**src/rtl/spi_deserializer.sv**
```systemverilog
// SPI receive deserializer: synchronizes and oversamples sclk/mosi/cs_n in the
// clk domain and assembles MSB-first words. Each word is written to the
// receive FIFO with a single-cycle strobe.
module spi_deserializer #(
    parameter int unsigned DATA_WIDTH  = 8,
    parameter int unsigned SYNC_STAGES = 2
) (
    input  logic                  clk,
    input  logic                  rst,
    input  logic                  sclk,
    input  logic                  mosi,
    input  logic                  cs_n,
    input  logic                  full,
    output logic                  write_en,
    output logic [DATA_WIDTH-1:0] write_data,
    output logic                  done,
    output logic                  overrun,
    output logic                  frame_err
);

    localparam int unsigned CNT_W = $clog2(DATA_WIDTH) + 1;

    typedef enum logic [1:0] {
        IDLE  = 2'd0,
        SHIFT = 2'd1,
        STORE = 2'd2
    } state_t;

    state_t                  state;
    state_t                  state_nxt;

    logic [SYNC_STAGES-1:0]  sclk_sync;
    logic [SYNC_STAGES-1:0]  mosi_sync;
    logic [SYNC_STAGES-1:0]  cs_sync;
    logic                    sclk_d;
    logic                    cs_d;

    logic [DATA_WIDTH-1:0]   shift_reg;
    logic [DATA_WIDTH-1:0]   hold_reg;
    logic [CNT_W-1:0]        bit_cnt;

    logic                    sclk_s;
    logic                    mosi_s;
    logic                    cs_s;
    logic                    sclk_rise;
    logic                    cs_rise;
    logic                    shift_en;
    logic                    word_last;

    logic                    write_en_nxt;
    logic                    overrun_nxt;
    logic                    frame_err_nxt;

    assign sclk_s    = sclk_sync[SYNC_STAGES-1];
    assign mosi_s    = mosi_sync[SYNC_STAGES-1];
    assign cs_s      = cs_sync[SYNC_STAGES-1];
    assign sclk_rise = sclk_s & ~sclk_d;
    assign cs_rise   = cs_s & ~cs_d;
    assign shift_en  = sclk_rise & ~cs_s;
    assign word_last = shift_en && (bit_cnt == CNT_W'(DATA_WIDTH - 1));

    // Equal-depth synchronizers keep sclk, mosi and cs_n aligned; one extra
    // flop on sclk and cs_n provides edge detection.
    always_ff @(posedge clk or posedge rst) begin
        if (rst) begin
            sclk_sync <= '0;
            mosi_sync <= '0;
            cs_sync   <= '0;
            sclk_d    <= 1'b0;
            cs_d      <= 1'b0;
        end else begin
            sclk_sync <= {sclk_sync[SYNC_STAGES-2:0], sclk};
            mosi_sync <= {mosi_sync[SYNC_STAGES-2:0], mosi};
            cs_sync   <= {cs_sync[SYNC_STAGES-2:0], cs_n};
            sclk_d    <= sclk_s;
            cs_d      <= cs_s;
        end
    end

    // Shift datapath runs regardless of FSM state; an idle frame select
    // discards any partial word and holds the bit counter at zero.
    always_ff @(posedge clk or posedge rst) begin
        if (rst) begin
            shift_reg <= '0;
            hold_reg  <= '0;
            bit_cnt   <= '0;
        end else if (cs_s) begin
            shift_reg <= '0;
            bit_cnt   <= '0;
        end else if (shift_en) begin
            shift_reg <= {shift_reg[DATA_WIDTH-2:0], mosi_s};
            if (word_last) begin
                hold_reg <= {shift_reg[DATA_WIDTH-2:0], mosi_s};
                bit_cnt  <= '0;
            end else begin
                bit_cnt  <= bit_cnt + CNT_W'(1);
            end
        end
    end

    // FSM state register.
    always_ff @(posedge clk or posedge rst) begin
        if (rst) begin
            state <= IDLE;
        end else begin
            state <= state_nxt;
        end
    end

    // Next-state and next-output decode; completion always wins over cs_n.
    always_comb begin
        state_nxt     = state;
        write_en_nxt  = 1'b0;
        overrun_nxt   = 1'b0;
        frame_err_nxt = cs_rise && (bit_cnt != '0);
        case (state)
            IDLE: begin
                if (word_last) begin
                    state_nxt = STORE;
                end else if (!cs_s) begin
                    state_nxt = SHIFT;
                end
            end
            SHIFT: begin
                if (word_last) begin
                    state_nxt = STORE;
                end else if (cs_s) begin
                    state_nxt = IDLE;
                end
            end
            STORE: begin
                if (full) begin
                    overrun_nxt  = 1'b1;
                end else begin
                    write_en_nxt = 1'b1;
                end
                if (word_last) begin
                    state_nxt = STORE;
                end else if (cs_s) begin
                    state_nxt = IDLE;
                end else begin
                    state_nxt = SHIFT;
                end
            end
            default: state_nxt = IDLE;
        endcase
    end

    // Registered FIFO-side outputs; write_data holds between accepted words.
    always_ff @(posedge clk or posedge rst) begin
        if (rst) begin
            write_en   <= 1'b0;
            done       <= 1'b0;
            overrun    <= 1'b0;
            frame_err  <= 1'b0;
            write_data <= '0;
        end else begin
            write_en  <= write_en_nxt;
            done      <= write_en_nxt;
            overrun   <= overrun_nxt;
            frame_err <= frame_err_nxt;
            if (write_en_nxt) begin
                write_data <= hold_reg;
            end
        end
    end

endmodule

```
**config.mk**
```make
export PLATFORM = sky130hd
export DESIGN_NAME = spi_deserializer
export DESIGN_NICKNAME = d
export VERILOG_FILES = /design/src/rtl/spi_deserializer.sv
export SDC_FILE = /design/constraint.sdc
export NUM_CORES = 1
export LEC_CHECK = 0
export CAP_MARGIN = 20
export CORE_MARGIN = 2
export CORE_UTILIZATION = 48
export CTS_CLUSTER_DIAMETER = 40
export DETAILED_ROUTE_END_ITERATION = 16
export PLACE_DENSITY_LB_ADDON = 0.15
export SLEW_MARGIN = 20
export SYNTH_ARGS = -nofsm -noshare
export SYNTH_HDL_FRONTEND = slang
export SYNTH_SLANG_ARGS = --single-unit
```
**constraint.sdc**
```tcl
create_clock -name clk -period 1.7 [get_ports clk]
set_input_delay 0.34 -clock clk [delete_from_list [all_inputs] [get_ports clk]]
set_output_delay 0.34 -clock clk [all_outputs]
set_load 0.005 [all_outputs]
```
Word level (Yosys, flattened, before mapping):

Cells that the tools add are included.

* bits in latches: 0
* bits in writable memories: 0
* bits in read-only memories: 0
* memories: 0
* register bits after elaboration: 40
* output and inout port bits: 12

* $add $sub $neg: 1
* bitwise operators: 6
* multiplexer cells: 16
* div/mod/pow operators: 0
* $mul: 0
* shift-type cells: 0
* magnitude comparators: 0
* reductions and logical operators: 7
* eq/ne operators: 5

Operator list (count)
* 7-bit 2-to-1 mux: 2
* 4-bit 2-to-1 mux: 3
* 2-bit 2-to-1 mux: 5
* 3-bit != test, second input constant: 2
* 2-bit case mux with 3 select lines: 1
* 1-bit 2-to-1 mux: 5
* 4-bit by 1-bit adder with 4-bit output, second input constant: 1
* 4-bit by 3-bit == test with 1-bit output, second input constant: 1
* 4-bit nonzero test: 1
* 1-bit AND: 3
* 1-bit NOT: 3
* 3-bit AND reduction: 1
* 2-bit by 1-bit == test with 1-bit output, second input constant: 1
* 2-bit == test, second input constant: 1
* 1-bit logical AND: 2
* 2-bit zero test: 1
* 2-bit AND reduction: 1
* 2-bit nonzero test: 1

Logic depth before layout (Yosys ltp):

* depth after elaboration: 7
* mapped depth: 5
* gate-level depth less buffers: 4

Worst setup path after synthesis:

OpenSTA, ideal clock, no wires.

* kind: register to register
* start: reg bit_cnt[0]
* end: reg hold_reg[0]
* cell stages (with the launch flop): 6
* arrival time: 1.470 ns
* data required time: 1.575 ns
* slack: 0.105 ns
* path buffers: 1
* setup time: 0.125 ns
* cell sequence: dfrtp_1 ha_1 nand3b_4 or3_1 buf_6 mux2_4

* word-level cells in the longest chain between the ends: 3

RTL lines
* from (decl): line 40 `logic [CNT_W-1:0] bit_cnt;`
* from (signal assigned): line 96 `bit_cnt <= bit_cnt + CNT_W'(1);`
* 4-bit by 3-bit == test with 1-bit output: line 60 `assign word_last = shift_en && (bit_cnt == CNT_W'(DATA_WIDTH - 1));`
* 1-bit logical AND: line 60
* 3-bit AND reduction (no line)
* to (signal assigned): line 93 `hold_reg <= {shift_reg[DATA_WIDTH-2:0], mosi_s};`
* to (decl): line 39 `logic [DATA_WIDTH-1:0] hold_reg;`

No other way between the ends.
A chain may end at the register's enable or synchronous reset.

Worst setup path after layout:

* start: reg bit_cnt[0]
* end: reg hold_reg[1]

The elaborated chain is that of the path after synthesis.

==> reports/qor.yml <==
timing:
  fmax_ghz: 0.615
  fin_tns_setup_ps: 0
  maxSlewHeadroom: 0.864
  slew_violations: 0
  period_share: 0.957
  fin_crit_ps: 1630
  finalWorstSetupSlack_ps: 72.8
  finalHoldViolations: 0
  whs_ps: 332
  fin_worst_skew_ps: 13.6
  setup_viol: 0
  worst_slew_pin_slew_ps: 204
drt:
  drt_iter0_markers: 14
  vias: 908
  wl_per_cell_um: 12.3
  via_per_inst: 4.91
  dr.pass1.iters: 4
  ant_nets: 0
  drc: 0
  wirelength_mm: 2.28
pwr:
  p_clk_frac: 0.365
  p_per_area_nw_per_um2: 876
  pwr-share-seq: 0.591
  p_switching_uw: 344
  combPwrFrac: 0.044
  power.leakage_nw: 0.900
  ir_drop_mv: 0.586
  internal-power_mw: 1.31
  sw_frac_of_total: 0.209
floorplanning:
  die_width_um: 60.5
  initial_core_util: 0.502
  rows: 20
  floorplan.io_pins: 18
  die-area_um2: 3660
  die_h_um: 60.5
  core_area_um2: 3050
clocking:
  cts.path.max_buffers: 2
  cts_hold_buf: 0
  cts_tree: "yes"
  clk_pin_slew_ps: 110
  cts_max_level: 2
  clk_latency_ps: 350
  cts_root_buffer: "clkbuf_4"
  cts_buffers: 5
  cts.sinks: 40
setup_path:
  cp.required_ps: 1940
  r2r_start: "bit_cnt[0]"
  startpoint: "bit_cnt[0]"
  crit_path_end_kind: "register"
  crit_path_max_fanout: 9
  critPathArrivalTime_ps: 1870
  crit_type: "register to register"
  ff2ff_path_depth: 5
  start_kind: "register"
  rr_endpoint: "hold_reg[1]"
  r2r_slack_ps: 70
placed_design:
  io_buffers: 17
  gp_congestion: 0.733
  dp_hpwl_mm: 1.56
  dpl.cell_count: 176
  dp_slack_ps: -19.0
layout:
  diodes: 0
  multi_input_area_um2: 494
  seq_area_um2: 1000
  drive_above_1_share: 0.234
  fillers: 246
  nets: 148
  final_cell_count_no_fill: 185
  area_delta_synth_final_pct: 22.9
yosys:
  async_flop_share: 1.00
  synth_area_um2: 1530
  synth-edff-count: 0
  synth_ff_type: "dfrtp_1"
  ys_types: 25
  synth_seq_area_share: 0.653
  synth_area_per_cell_um2: 13.4
  syn_nets: 122
  syn_inst: 114
  synth_seq_cells: 40
  yosysWarningCount: 0
grt:
  gr-total-overflow: 0
  grt_max_degree: 41
  grt_use_total: 0.151
  grt_pass1_vias: 908
  grt_pass1_wl_mm: 3.84
  antenna_found_initial: 0
hold_path:
  worstHoldPathType: "primary input to asynchronous set/reset pin"
run_status:
  outcome: "finished, final reports clean"
job:
  cap_violations: 0
repair_timing:
| action | 4_1_cts | 5_1_grt |
|---|---|---|
| pin swaps | 0 | 0 |
| resized for setup | 1 | 1 |
| setup buffers | 1 | 0 |
| endpoints found under the setup margin | 8 | 4 |
synthesized netlist by cell type (2+ instances only):
cell type	count	area share
ha_1	2	0.016
inv_1	4	0.0098
nand2b_1	3	0.012
dfrtp_1	40	0.65
nor2_1	2	0.0049
nor2b_1	2	0.0082
mux2_2	8	0.059
nand2_1	17	0.042
mux2_4	8	0.078
clkbuf_1	3	0.0073
a21oi_1	11	0.036
worst max path at each step:
stage,endpoint,slack [ps],cells after the start
CTS,hold_reg[1],40,5
detailed placement,hold_reg[1],-20,5
finish,hold_reg[1],70,5
global route,hold_reg[1],-3,5
floorplan,hold_reg[0],110,5
global placement,hold_reg[1],50,5
critical path: stages, from the launching register on:
cell and delay [ps]:
dfrtp_1 410, ha_4 170, nand3b_4 90, or3_1 360
buf_4 200, mux2_4 300
cell families after synthesis:
| family | after synthesis | synth area share |
|---|---|---|
| compound gates | 14 | 0.0490 |
| xor+xnor | 1 | 0.00572 |
| fa+ha+maj | 2 | 0.0163 |
| buf+inv | 10 | 0.0326 |
| flops | 40 | 0.653 |
| mux | 16 | 0.137 |
| simple gates | 31 | 0.106 |
layout make-up:
type                    instances  share of cell area
clock inverters                 2              0.0186
multi-input cells              64               0.262
well taps                      44              0.0292
inverters                       4             0.00797
clock buffers                   6              0.0219
flip-flops and latches         40               0.531
repair buffers                 25               0.129
layer usage:
layer	global-route usage	wire length [um]
met1	0.175	994
met2	0.244	1120
met3	0.0448	102
met4	0.102	59
met5	0	0
power groups by stage:
| stage | sequential [mW] | clock [mW] | combinational (mW) |
|---|---|---|---|
| floorplan | 0.993 | 0 | 0.0363 |
| global placement | 0.993 | 0 | 0.0717 |
| detailed placement | 0.994 | 0 | 0.0725 |
| CTS | 0.975 | 0.622 | 0.0755 |
| global route | 0.978 | 0.667 | 0.0832 |
| finish | 0.976 | 0.603 | 0.0729 |
cell usage in the layout, fill, tap and decap left out:
cell             synthesis  routed
clkbuf_1                 3       1
xor2_1                   1       1
mux2_4                   8       8
clkbuf_4                 0       5
ha_4                     0       1
or3_1                    1       1
a21oi_1                 11      11
clkdlybuf4s50_1          0      17
dfrtp_1                 40      40
nand2_1                 17      17
nor2b_1                  2       2
nor2_1                   2       2
o211ai_1                 1       1
nand2b_1                 3       3
a21o_1                   1       1
mux2_2                   8       8
and3b_1                  1       1
nand3b_4                 1       1
or4_1                    1       1
ha_1                     2       1
buf_12                   0       1
nand3_1                  1       1
buf_4                    1       7
clkinv_2                 0       1
nor3b_1                  1       1
inv_1                    4       4
bufinv_16                0       1
o21ai_0                  1       1
nor3_1                   1       1
through the flow:
stage | power (mW) | utilization | instance area [um2]
5_1_grt | 1.73 | 0.617 | 1880
2_1_floorplan | 1.03 | - | 1530
4_1_cts | 1.67 | 0.614 | 1870
3_5_place_dp | 1.07 | 0.586 | 1790
6_report | 1.65 | 0.617 | 1880
3_3_place_gp | 1.06 | 0.586 | 1790
Power figures use the tool's default switching activity.
